==> src/rtl/and_gate_pkg.sv <==
// Shared types and defaults for the AND-gate input conditioner.
// Latency: n/a (types and constants only).
// Backpressure: n/a.
package and_gate_pkg;

  typedef enum logic {
    STABLE = 1'b0,
    COUNT  = 1'b1
  } db_state_e;

  localparam int DEF_SYNC_STAGES = 2;
  localparam int DEF_DB_CYCLES   = 4;

endpackage

==> src/rtl/db_channel.sv <==
// One input channel: synchronizer followed by a counter-based debouncer.
// Latency: db/chg update SYNC_STAGES+DB_CYCLES edges after a stable raw change.
// Backpressure: none; raw is sampled every cycle.
module db_channel
  import and_gate_pkg::*;
#(
  parameter int SYNC_STAGES = DEF_SYNC_STAGES,
  parameter int DB_CYCLES   = DEF_DB_CYCLES
) (
  input  logic clk,
  input  logic rst,
  input  logic raw,
  output logic db,
  output logic chg,
  output logic glitch
);

  localparam int CW = $clog2(DB_CYCLES + 1);
  localparam logic [CW-1:0] CNT_LAST = CW'(DB_CYCLES - 1);

  logic [SYNC_STAGES-1:0] sync_q;
  logic                   s;
  db_state_e              state;
  logic [CW-1:0]          cnt;

  assign s = sync_q[SYNC_STAGES-1];

  // Strobe for the cycle in which a pending transition is abandoned.
  assign glitch = (state == COUNT) && (s == db);

  always_ff @(posedge clk) begin
    if (rst) begin
      sync_q <= '0;
      state  <= STABLE;
      cnt    <= '0;
      db     <= 1'b0;
      chg    <= 1'b0;
    end else begin
      sync_q <= {sync_q[SYNC_STAGES-2:0], raw};
      chg    <= 1'b0;
      case (state)
        STABLE: begin
          if (s != db) begin
            if (DB_CYCLES == 1) begin
              db  <= s;
              chg <= 1'b1;
            end else begin
              state <= COUNT;
              cnt   <= CW'(1);
            end
          end
        end
        COUNT: begin
          if (s == db) begin
            state <= STABLE;
            cnt   <= '0;
          end else if (cnt == CNT_LAST) begin
            db    <= s;
            chg   <= 1'b1;
            state <= STABLE;
            cnt   <= '0;
          end else begin
            cnt <= cnt + CW'(1);
          end
        end
        default: begin
          state <= STABLE;
          cnt   <= '0;
        end
      endcase
    end
  end

endmodule

==> src/rtl/and_input_debouncer.sv <==
// Two-channel synchronizer/debouncer feeding an AND gate; AND_INPUT_DEBOUNCER_GLITCH_CNT_EN adds GLITCH_CNT.
// Latency: A_DB/B_DB and CHG strobes update SYNC_STAGES+DB_CYCLES edges after a stable raw change.
// Backpressure: none; both channels sample every cycle and never stall.
module and_input_debouncer
  import and_gate_pkg::*;
#(
  parameter int SYNC_STAGES = DEF_SYNC_STAGES,
  parameter int DB_CYCLES   = DEF_DB_CYCLES,
  parameter int GLITCH_W    = 8
) (
  input  logic                CLK,
  input  logic                RST,
  input  logic                A_RAW,
  input  logic                B_RAW,
  output logic                A_DB,
  output logic                B_DB,
  output logic                A_CHG,
  output logic                B_CHG
`ifdef AND_INPUT_DEBOUNCER_GLITCH_CNT_EN
  ,
  output logic [GLITCH_W-1:0] GLITCH_CNT
`endif
);

  logic a_glitch;
  logic b_glitch;

  db_channel #(
    .SYNC_STAGES(SYNC_STAGES),
    .DB_CYCLES  (DB_CYCLES)
  ) u_chan_a (
    .clk   (CLK),
    .rst   (RST),
    .raw   (A_RAW),
    .db    (A_DB),
    .chg   (A_CHG),
    .glitch(a_glitch)
  );

  db_channel #(
    .SYNC_STAGES(SYNC_STAGES),
    .DB_CYCLES  (DB_CYCLES)
  ) u_chan_b (
    .clk   (CLK),
    .rst   (RST),
    .raw   (B_RAW),
    .db    (B_DB),
    .chg   (B_CHG),
    .glitch(b_glitch)
  );

`ifdef AND_INPUT_DEBOUNCER_GLITCH_CNT_EN
  localparam int SW = GLITCH_W + 1;

  logic [1:0]    glitch_inc;
  logic [SW-1:0] glitch_sum;

  // One extra sum bit catches overflow, including a +2 step from all-ones minus 1.
  assign glitch_inc = {1'b0, a_glitch} + {1'b0, b_glitch};
  assign glitch_sum = {1'b0, GLITCH_CNT} + SW'(glitch_inc);

  always_ff @(posedge CLK) begin
    if (RST) begin
      GLITCH_CNT <= '0;
    end else if (glitch_sum[GLITCH_W]) begin
      GLITCH_CNT <= '1;
    end else begin
      GLITCH_CNT <= glitch_sum[GLITCH_W-1:0];
    end
  end
`else
  logic [GLITCH_W:0] glitch_unused;
  assign glitch_unused = {GLITCH_W'(a_glitch), b_glitch};
`endif

endmodule
==> config.mk <==
export PLATFORM = sky130hd
export DESIGN_NAME = and_input_debouncer
export DESIGN_NICKNAME = d
export VERILOG_FILES = /design/src/rtl/and_gate_pkg.sv /design/src/rtl/db_channel.sv /design/src/rtl/and_input_debouncer.sv
export SDC_FILE = /design/constraint.sdc
export NUM_CORES = 1
export LEC_CHECK = 0
export CORE_AREA = 2 2 46 48
export DETAILED_ROUTE_END_ITERATION = 10
export DIE_AREA = 0 0 48 50
export PLACE_DENSITY = 0.59
export SYNTH_ARGS = -nofsm -noshare
export SYNTH_HDL_FRONTEND = slang
export SYNTH_SLANG_ARGS = --single-unit
==> constraint.sdc <==
create_clock -name CLK -period 1.1 [get_ports CLK]
set_clock_uncertainty 0.15 [all_clocks]
set_input_delay 0.22 -clock CLK [delete_from_list [all_inputs] [get_ports CLK]]
set_output_delay 0.22 -clock CLK [all_outputs]
set_load 0.02 [all_outputs]
==> flow_results.xml, run 1 <==
<?xml version="1.0" encoding="UTF-8"?>
<metrics>
  <group name="status">
    <metric name="outcome" unit="">complete, but fails checks</metric>
    <metric name="failed_checks" unit="">negative setup slack</metric>
  </group>
  <group name="clock_network">
    <metric name="numCtsBuffers" unit="">3</metric>
    <metric name="tritoncts" unit="">yes</metric>
    <metric name="cts_root_buffer" unit="">sky130_fd_sc_hd__clkbuf_4</metric>
    <metric name="clock_tree.buffer_depth" unit="">2</metric>
    <metric name="cts_hold_buffers" unit="">0</metric>
    <metric name="clk_lat_worst_skew" unit="ps">290</metric>
    <metric name="ctsHtreeMaxLevel" unit="">1</metric>
    <metric name="cts.reportedPaths.clkPinSlew" unit="ps">90</metric>
    <metric name="cts_num_sinks" unit="">16</metric>
  </group>
  <group name="setup_path">
    <metric name="critical-path-slowest-cell" unit="">sky130_fd_sc_hd__dfxtp_4</metric>
    <metric name="crit_chain" unit="">buf_6 -&gt; xnor2_2 -&gt; buf_4 -&gt; nand3_2 -&gt; a21oi_1</metric>
    <metric name="worstSetupEndpointType" unit="">register</metric>
    <metric name="required" unit="ps">1170</metric>
    <metric name="timing.critical_path.fanout_max" unit="">3</metric>
    <metric name="critical-path-max-stage-delay" unit="ps">360</metric>
    <metric name="setup.worst_path.class" unit="">register to register</metric>
    <metric name="critPathLaunchType" unit="">register</metric>
    <metric name="cp.buffers_inverters" unit="">2</metric>
    <metric name="worst_ep_arrival_time" unit="ps">1300</metric>
    <metric name="timing.critical_path.max_delay_family" unit="">flip-flops</metric>
  </group>
  <group name="layout">
    <metric name="register_area" unit="um2">343</metric>
    <metric name="n_antenna_cell" unit="">0</metric>
    <metric name="share_of_post_route_cells_with_drive_strength_above_1" unit="">0.577</metric>
    <metric name="fin_area" unit="um2">968</metric>
    <metric name="finish.net_count" unit="">85</metric>
    <metric name="syn2layout_area_growth" unit="%">56.4</metric>
    <metric name="fin_util" unit="">0.509</metric>
    <metric name="nFillCells" unit="">175</metric>
    <metric name="multi_input_comb_area" unit="um2">400</metric>
    <metric name="finish.cell_count_without_fillers" unit="">105</metric>
  </group>
  <group name="timing">
    <metric name="number_of_setup_violations_in_the_final_report" unit="">13</metric>
    <metric name="max_slew_headroom" unit="">0.857</metric>
    <metric name="tightestPinTransition" unit="ps">214</metric>
    <metric name="final.setup.tns" unit="ps">-671</metric>
    <metric name="whs" unit="ps">294</metric>
    <metric name="hold_violations" unit="">0</metric>
    <metric name="maxSlewViolCount" unit="">0</metric>
    <metric name="upper_clock_frequency_limit" unit="GHz">0.815</metric>
    <metric name="final_critical_path_setup_slack" unit="ps">-127</metric>
    <metric name="final.period_utilization" unit="">1.12</metric>
    <metric name="rsz0062_at_grt" unit="">true</metric>
    <metric name="period_minus_slack" unit="ps">1230</metric>
  </group>
  <group name="floorplanning">
    <metric name="initial_utilization" unit="">0.326</metric>
    <metric name="core_area" unit="um2">1900</metric>
    <metric name="die_height" unit="um">50</metric>
    <metric name="die-area" unit="um2">2400</metric>
    <metric name="die_width" unit="um">48</metric>
    <metric name="fp-row-count" unit="">16</metric>
    <metric name="ios" unit="">8</metric>
  </group>
  <group name="global_route">
    <metric name="grt_overflow_total" unit="">0</metric>
    <metric name="grt_antenna_before_repair" unit="">0</metric>
    <metric name="groute.usage.overall" unit="">0.120</metric>
    <metric name="number_of_global_route_vias_before_repair" unit="">466</metric>
    <metric name="grt_pass1_wl" unit="um">1980</metric>
    <metric name="grt_max_degree" unit="">10</metric>
  </group>
  <group name="synth">
    <metric name="netlist_area" unit="um2">619</metric>
    <metric name="synth.lib_cells_used.distinct" unit="">25</metric>
    <metric name="yosysTopAreaCellShare" unit="">0.517</metric>
    <metric name="cell_type_with_the_largest_total_area_after_synthesis" unit="">sky130_fd_sc_hd__dfxtp_1</metric>
    <metric name="netlist_top_cells_area" unit="">sky130_fd_sc_hd__dfxtp_1, sky130_fd_sc_hd__nor2b_1, sky130_fd_sc_hd__ha_1</metric>
    <metric name="synth_sequential_area_ratio" unit="">0.517</metric>
    <metric name="count_of_flip_flops_with_a_built_in_enable_after_synthesis" unit="">0</metric>
    <metric name="postSynthAreaPerCell" unit="um2">10.5</metric>
    <metric name="yosys_warning_count" unit="">0</metric>
    <metric name="synth-async-reset-ratio" unit="">0</metric>
    <metric name="synthFlopType" unit="">sky130_fd_sc_hd__dfxtp_1</metric>
    <metric name="post_synth_inst_count" unit="">59</metric>
    <metric name="synth_fp_nets" unit="">65</metric>
    <metric name="synth.ff_latch_count" unit="">16</metric>
  </group>
  <group name="job">
    <metric name="timing.max_cap.violations" unit="">0</metric>
  </group>
  <group name="routing">
    <metric name="drt-pass1-iter-count" unit="">4</metric>
    <metric name="drt_iter0_markers" unit="">4</metric>
    <metric name="post-route-drc-count" unit="">0</metric>
    <metric name="vias" unit="">480</metric>
    <metric name="route.antenna.remaining_nets" unit="">0</metric>
    <metric name="avgRoutedWirePerCell" unit="um">11.0</metric>
    <metric name="detail_route.vias_per_cell" unit="">4.57</metric>
    <metric name="wl" unit="um">1150</metric>
  </group>
  <group name="power">
    <metric name="pwr_density_cell" unit="nW/um2">1110</metric>
    <metric name="ir_worst_vdd" unit="mV">0.535</metric>
    <metric name="p_leak" unit="nW">0.394</metric>
    <metric name="power" unit="mW">1.07</metric>
  </group>
  <group name="placed_design">
    <metric name="routabilityCongestion" unit="">0.652</metric>
    <metric name="io_buffers" unit="">7</metric>
    <metric name="hpwl" unit="um">733</metric>
    <metric name="post-place-cells" unit="">99</metric>
    <metric name="placement.cell_area" unit="um2">792</metric>
    <metric name="dpl_worst_slack" unit="ps">-225</metric>
  </group>
  <group name="hold_path">
    <metric name="hold_class" unit="">register to register</metric>
  </group>
</metrics>
## cell type report
| cell class | count | area share |
|---|---|---|
| Timing Repair Buffer | 16 | 0.149 |
| Tap cell | 27 | 0.0349 |
| Sequential cell | 16 | 0.354 |
| Multi-Input combinational cell | 39 | 0.413 |
| Inverter | 3 | 0.0116 |
| Clock buffer | 4 | 0.0375 |
## cell families (layout without fill, tap and decap cells)
kind of cell	Yosys count	in the layout	share of synthesized area
AO/OA/AOI/OAI	7	7	0.103
XOR/XNOR	3	3	0.0546
adder cells (fa/ha/maj)	2	2	0.0404
buffers and inverters	4	23	0.0242
flip-flops	16	16	0.517
multiplexers	2	2	0.0323
AND/OR/NAND/NOR	25	25	0.228
## report_power, final
part / total [mW] / switching [mW] / internal (mW)
clock: 0.398 / 0.196 / 0.202
combinational: 0.0773 / 0.0325 / 0.0447
sequential: 0.597 / 0.0136 / 0.583
total: 1.07 / 0.242 / 0.830
## worst reg2reg max path, stage by stage, from the launching register on
cell,delay [ps]
sky130_fd_sc_hd__dfxtp_4,360
sky130_fd_sc_hd__buf_6,130
sky130_fd_sc_hd__xnor2_2,140
sky130_fd_sc_hd__buf_4,160
sky130_fd_sc_hd__nand3_2,60
sky130_fd_sc_hd__a21oi_1,160
## per-layer routing
metal,vias up,global-route usage,part of all wire
li1,244,-,-
met1,223,0.151,0.46
met2,9,0.164,0.48
met3,4,0.0440,0.030
met4,0,0.0811,0.035
met5,-,0,0
## cells in the final DEF, fill, tap and decap left out, drive strengths merged
| master | n |
|---|---|
| nor2 | 4 |
| inv | 3 |
| nor4 | 1 |
| buf | 13 |
| xor2 | 2 |
| and3 | 2 |
| xnor2 | 1 |
| o32ai | 1 |
| nor3 | 1 |
| nor2b | 5 |
| ha | 2 |
| dfxtp | 16 |
| nand3 | 1 |
| a21oi | 2 |
| nand4 | 1 |
| nand3b | 3 |
| nand2 | 3 |
| or2 | 1 |
| a211oi | 1 |
| nand2b | 2 |
| clkbuf | 4 |
| o211a | 2 |
| mux2i | 2 |
| o21ai | 1 |
| clkdlybuf4s50 | 3 |
| nor3b | 1 |
## path summary, 6_finish.rpt
check,endpoint,slack [ps],start,cells after the start
worst max-delay path,u_chan_b.cnt[1],-130,u_chan_b.db,5
worst min-delay path,u_chan_a.sync_q[1],290,u_chan_a.sync_q[0],1
worst max register to register,u_chan_b.cnt[1],-130,u_chan_b.db,5
worst min register to register,u_chan_a.sync_q[1],290,u_chan_a.sync_q[0],1
## sequential cells by signal, summed over array words and instances, names as in the netlist, 2 cells and up
register / count
u_chan_b.sync_q: 2
u_chan_a.sync_q: 2
u_chan_a.cnt: 3
u_chan_b.cnt: 3
## Yosys cell counts (all sizes together), types with 2 or more instances
master and n:
dfxtp 16, nor2b 5, nor2 4, inv 3
nand2 3, nand3b 3, a21oi 2, and3 2
ha 2, mux2i 2, nand2b 2, o211a 2
xor2 2
## timing repair
action	CTS	global route
setup endpoints to repair	16	16
buffers inserted	0	2
pin swaps	7	11
resized for setup	43	9
No activity file was read; power rests on OpenSTA's default activity.
==> inputs of run 2 (changes only) <==
--- a/config.mk
+++ b/config.mk
@@ -9,6 +9,7 @@
 export DETAILED_ROUTE_END_ITERATION = 10
 export DIE_AREA = 0 0 48 50
 export PLACE_DENSITY = 0.59
+export SLEW_MARGIN = 10
 export SYNTH_ARGS = -nofsm -noshare
 export SYNTH_HDL_FRONTEND = slang
 export SYNTH_SLANG_ARGS = --single-unit
==> results of run 2 <==
No change in the layout: final DEF, timing and power equal those of run 1.
==> inputs of run 3 (changes only) <==
--- a/config.mk
+++ b/config.mk
@@ -8,6 +8,7 @@
 export CORE_AREA = 2 2 46 48
 export DETAILED_ROUTE_END_ITERATION = 10
 export DIE_AREA = 0 0 48 50
+export GPL_TIMING_DRIVEN = 0
 export PLACE_DENSITY = 0.59
 export SLEW_MARGIN = 10
 export SYNTH_ARGS = -nofsm -noshare
==> run 3 against run 2 <==
Largest cell class unchanged. Clock-buffer cell count fell by 1. Sequential share of layout area increased by 3.6 points. Wire length fell by 10%. Global-route usage shrank 2.2 points. Utilization down 4.7 points. Non-clock buffer count down 5. Fmax up 6.1%. Via count shrank 6.7%. Flip-flop and latch count unchanged. Largest power group unchanged. Sequential power about the same. Combinational power shrank 14%. The run still ends with negative setup slack left.
==> flow_results.xml, run 3 (synthesized netlist as in run 1, its figures left out) <==
<?xml version="1.0" encoding="UTF-8"?>
<metrics>
  <group name="setup_path">
    <metric name="regToRegEndpoint" unit="">u_chan_a.cnt[2]</metric>
    <metric name="worstRegToRegCells" unit="">3</metric>
    <metric name="regToRegStartpoint" unit="">u_chan_a.sync_q[1]</metric>
    <metric name="critPathLaunchType" unit="">register</metric>
    <metric name="critical-path-slowest-cell" unit="">sky130_fd_sc_hd__dfxtp_4</metric>
    <metric name="timing.critical_path.fanout_max" unit="">4</metric>
    <metric name="crit_chain" unit="">buf_6</metric>
    <metric name="cp.buffers_inverters" unit="">1</metric>
    <metric name="worstSetupEndpointType" unit="">output port</metric>
    <metric name="timing.critical_path.max_delay_family" unit="">flip-flops</metric>
    <metric name="worst-r2r-setup-slack" unit="ps">-50</metric>
    <metric name="required" unit="ps">730</metric>
    <metric name="worst_ep_arrival_time" unit="ps">790</metric>
    <metric name="setup.worst_path.class" unit="">register to output port</metric>
    <metric name="critical-path-max-stage-delay" unit="ps">390</metric>
  </group>
  <group name="layout">
    <metric name="register_area" unit="um2">343</metric>
    <metric name="finish.net_count" unit="">80</metric>
    <metric name="top_regs" unit="">u_chan_a.cnt x3, u_chan_b.cnt x3</metric>
    <metric name="n_antenna_cell" unit="">0</metric>
    <metric name="share_of_post_route_cells_with_drive_strength_above_1" unit="">0.444</metric>
    <metric name="fin_util" unit="">0.462</metric>
    <metric name="fin_area" unit="um2">878</metric>
    <metric name="nFillCells" unit="">177</metric>
    <metric name="multi_input_comb_area" unit="um2">357</metric>
    <metric name="layout_common_cells" unit="">sky130_fd_sc_hd__dfxtp_2, sky130_fd_sc_hd__dfxtp_1, sky130_fd_sc_hd__buf_6</metric>
    <metric name="syn2layout_area_growth" unit="%">41.8</metric>
  </group>
  <group name="hold_path">
    <metric name="worstHoldEndpoint" unit="">u_chan_a.sync_q[0]</metric>
    <metric name="hold_class" unit="">primary input to register</metric>
    <metric name="whs_path_depth" unit="">2</metric>
    <metric name="hp-start" unit="">RST</metric>
  </group>
  <group name="timing">
    <metric name="upper_clock_frequency_limit" unit="GHz">0.865</metric>
    <metric name="final.period_utilization" unit="">1.05</metric>
    <metric name="final_critical_path_setup_slack" unit="ps">-56.4</metric>
    <metric name="tightestPinTransition" unit="ps">196</metric>
    <metric name="max_slew_headroom" unit="">0.868</metric>
    <metric name="maxSlewViolCount" unit="">0</metric>
    <metric name="rsz0062_at_grt" unit="">true</metric>
    <metric name="period_minus_slack" unit="ps">1160</metric>
    <metric name="final.setup.tns" unit="ps">-323</metric>
    <metric name="number_of_setup_violations_in_the_final_report" unit="">8</metric>
    <metric name="hold_violations" unit="">0</metric>
  </group>
  <group name="floorplanning">
    <metric name="die_height" unit="um">50</metric>
    <metric name="fp-row-count" unit="">16</metric>
    <metric name="initial_utilization" unit="">0.326</metric>
    <metric name="die-area" unit="um2">2400</metric>
    <metric name="ios" unit="">8</metric>
    <metric name="die_width" unit="um">48</metric>
    <metric name="core_area" unit="um2">1900</metric>
  </group>
  <group name="clock_network">
    <metric name="clk_lat_worst_skew" unit="ps">270</metric>
    <metric name="cts.reportedPaths.clkPinSlew" unit="ps">90</metric>
    <metric name="cts_hold_buffers" unit="">0</metric>
    <metric name="ctsHtreeMaxLevel" unit="">1</metric>
    <metric name="cts_root_buffer" unit="">sky130_fd_sc_hd__clkbuf_4</metric>
    <metric name="cts_num_sinks" unit="">16</metric>
    <metric name="tritoncts" unit="">yes</metric>
    <metric name="clock_tree.buffer_depth" unit="">2</metric>
    <metric name="numCtsBuffers" unit="">3</metric>
  </group>
  <group name="power">
    <metric name="clockPowerShare" unit="">0.305</metric>
    <metric name="p_int" unit="mW">0.749</metric>
    <metric name="power.share.sequential" unit="">0.625</metric>
    <metric name="pwr_density_cell" unit="nW/um2">1090</metric>
    <metric name="netSwitchingFraction" unit="">0.216</metric>
    <metric name="ir_worst_vdd" unit="mV">0.560</metric>
    <metric name="p_leak" unit="nW">0.362</metric>
    <metric name="power" unit="mW">0.955</metric>
    <metric name="comb_power_share" unit="">0.070</metric>
    <metric name="total_switching_power" unit="mW">0.206</metric>
  </group>
  <group name="placed_design">
    <metric name="routabilityCongestion" unit="">0.658</metric>
    <metric name="hpwl" unit="um">678</metric>
    <metric name="placement.cell_area" unit="um2">743</metric>
    <metric name="dpl_worst_slack" unit="ps">-487</metric>
    <metric name="io_buffers" unit="">7</metric>
  </group>
  <group name="routing">
    <metric name="detail_route.vias_per_cell" unit="">4.53</metric>
    <metric name="drt-pass1-iter-count" unit="">2</metric>
    <metric name="wl" unit="um">1030</metric>
    <metric name="vias" unit="">448</metric>
    <metric name="drt_iter0_markers" unit="">4</metric>
    <metric name="avgRoutedWirePerCell" unit="um">10.4</metric>
    <metric name="route.antenna.remaining_nets" unit="">0</metric>
    <metric name="post-route-drc-count" unit="">0</metric>
  </group>
  <group name="status">
    <metric name="failed_checks" unit="">negative setup slack</metric>
    <metric name="outcome" unit="">complete, but fails checks</metric>
  </group>
  <group name="global_route">
    <metric name="grt_antenna_before_repair" unit="">0</metric>
    <metric name="grt_overflow_total" unit="">0</metric>
    <metric name="groute.usage.overall" unit="">0.0979</metric>
    <metric name="grt_max_degree" unit="">11</metric>
    <metric name="number_of_global_route_vias_before_repair" unit="">422</metric>
    <metric name="grt_pass1_wl" unit="um">1650</metric>
  </group>
  <group name="job">
    <metric name="timing.max_cap.violations" unit="">0</metric>
  </group>
</metrics>
run 3: metrics by stage:
step                hold WS [ps]  instances
global route                54.2         99
floorplan                    142         59
global placement             271         93
detailed placement           279         93
finish                      43.4         99
CTS                          297         98
run 3: power groups by stage:
| stage | registers [mW] | clock network [mW] | logic (mW) |
|---|---|---|---|
| 3_3_place_gp | 0.610 | 0 | 0.0500 |
| 2_1_floorplan | 0.608 | 0 | 0.0330 |
| 3_5_place_dp | 0.610 | 0 | 0.0511 |
| 4_1_cts | 0.598 | 0.299 | 0.0615 |
| 6_report | 0.597 | 0.291 | 0.0665 |
| 5_1_grt | 0.599 | 0.330 | 0.0732 |
run 3: area by class of cell:
class,instances,share of cell area
Buffer,1,0.0128
Clock buffer,3,0.0256
Inverter,3,0.0128
Multi-Input combinational cell,39,0.406
Sequential cell,16,0.390
Tap cell,27,0.0385
Timing Repair Buffer,10,0.114
run 3: worst max-delay path by stage:
stage | startpoint | to | slack [ps] | depth (start not counted)
after floorplan | u_chan_b.db | u_chan_b.cnt[2] | -6 | 3
after global placement | RST | u_chan_a.cnt[1] | -470 | 3
after detailed placement | RST | u_chan_a.cnt[1] | -490 | 3
after CTS | u_chan_a.db | A_DB | -60 | 1
after global routing | u_chan_a.cnt[0] | u_chan_a.db | -100 | 4
final | u_chan_b.db | B_DB | -60 | 1
run 3: per-layer routing:
layer	up-vias	GRT usage	wire length (um)
met5	-	0	0
met4	0	0.0405	7
met3	2	0.0330	25
met2	7	0.153	502
met1	209	0.118	498
li1	230	-	-
run 3: what timing repair did:
item,in CTS,in global routing
endpoints found under the setup margin,19,16
pin swaps,1,4
setup buffers,2,1
gates cloned,0,0
resized for setup,34,13
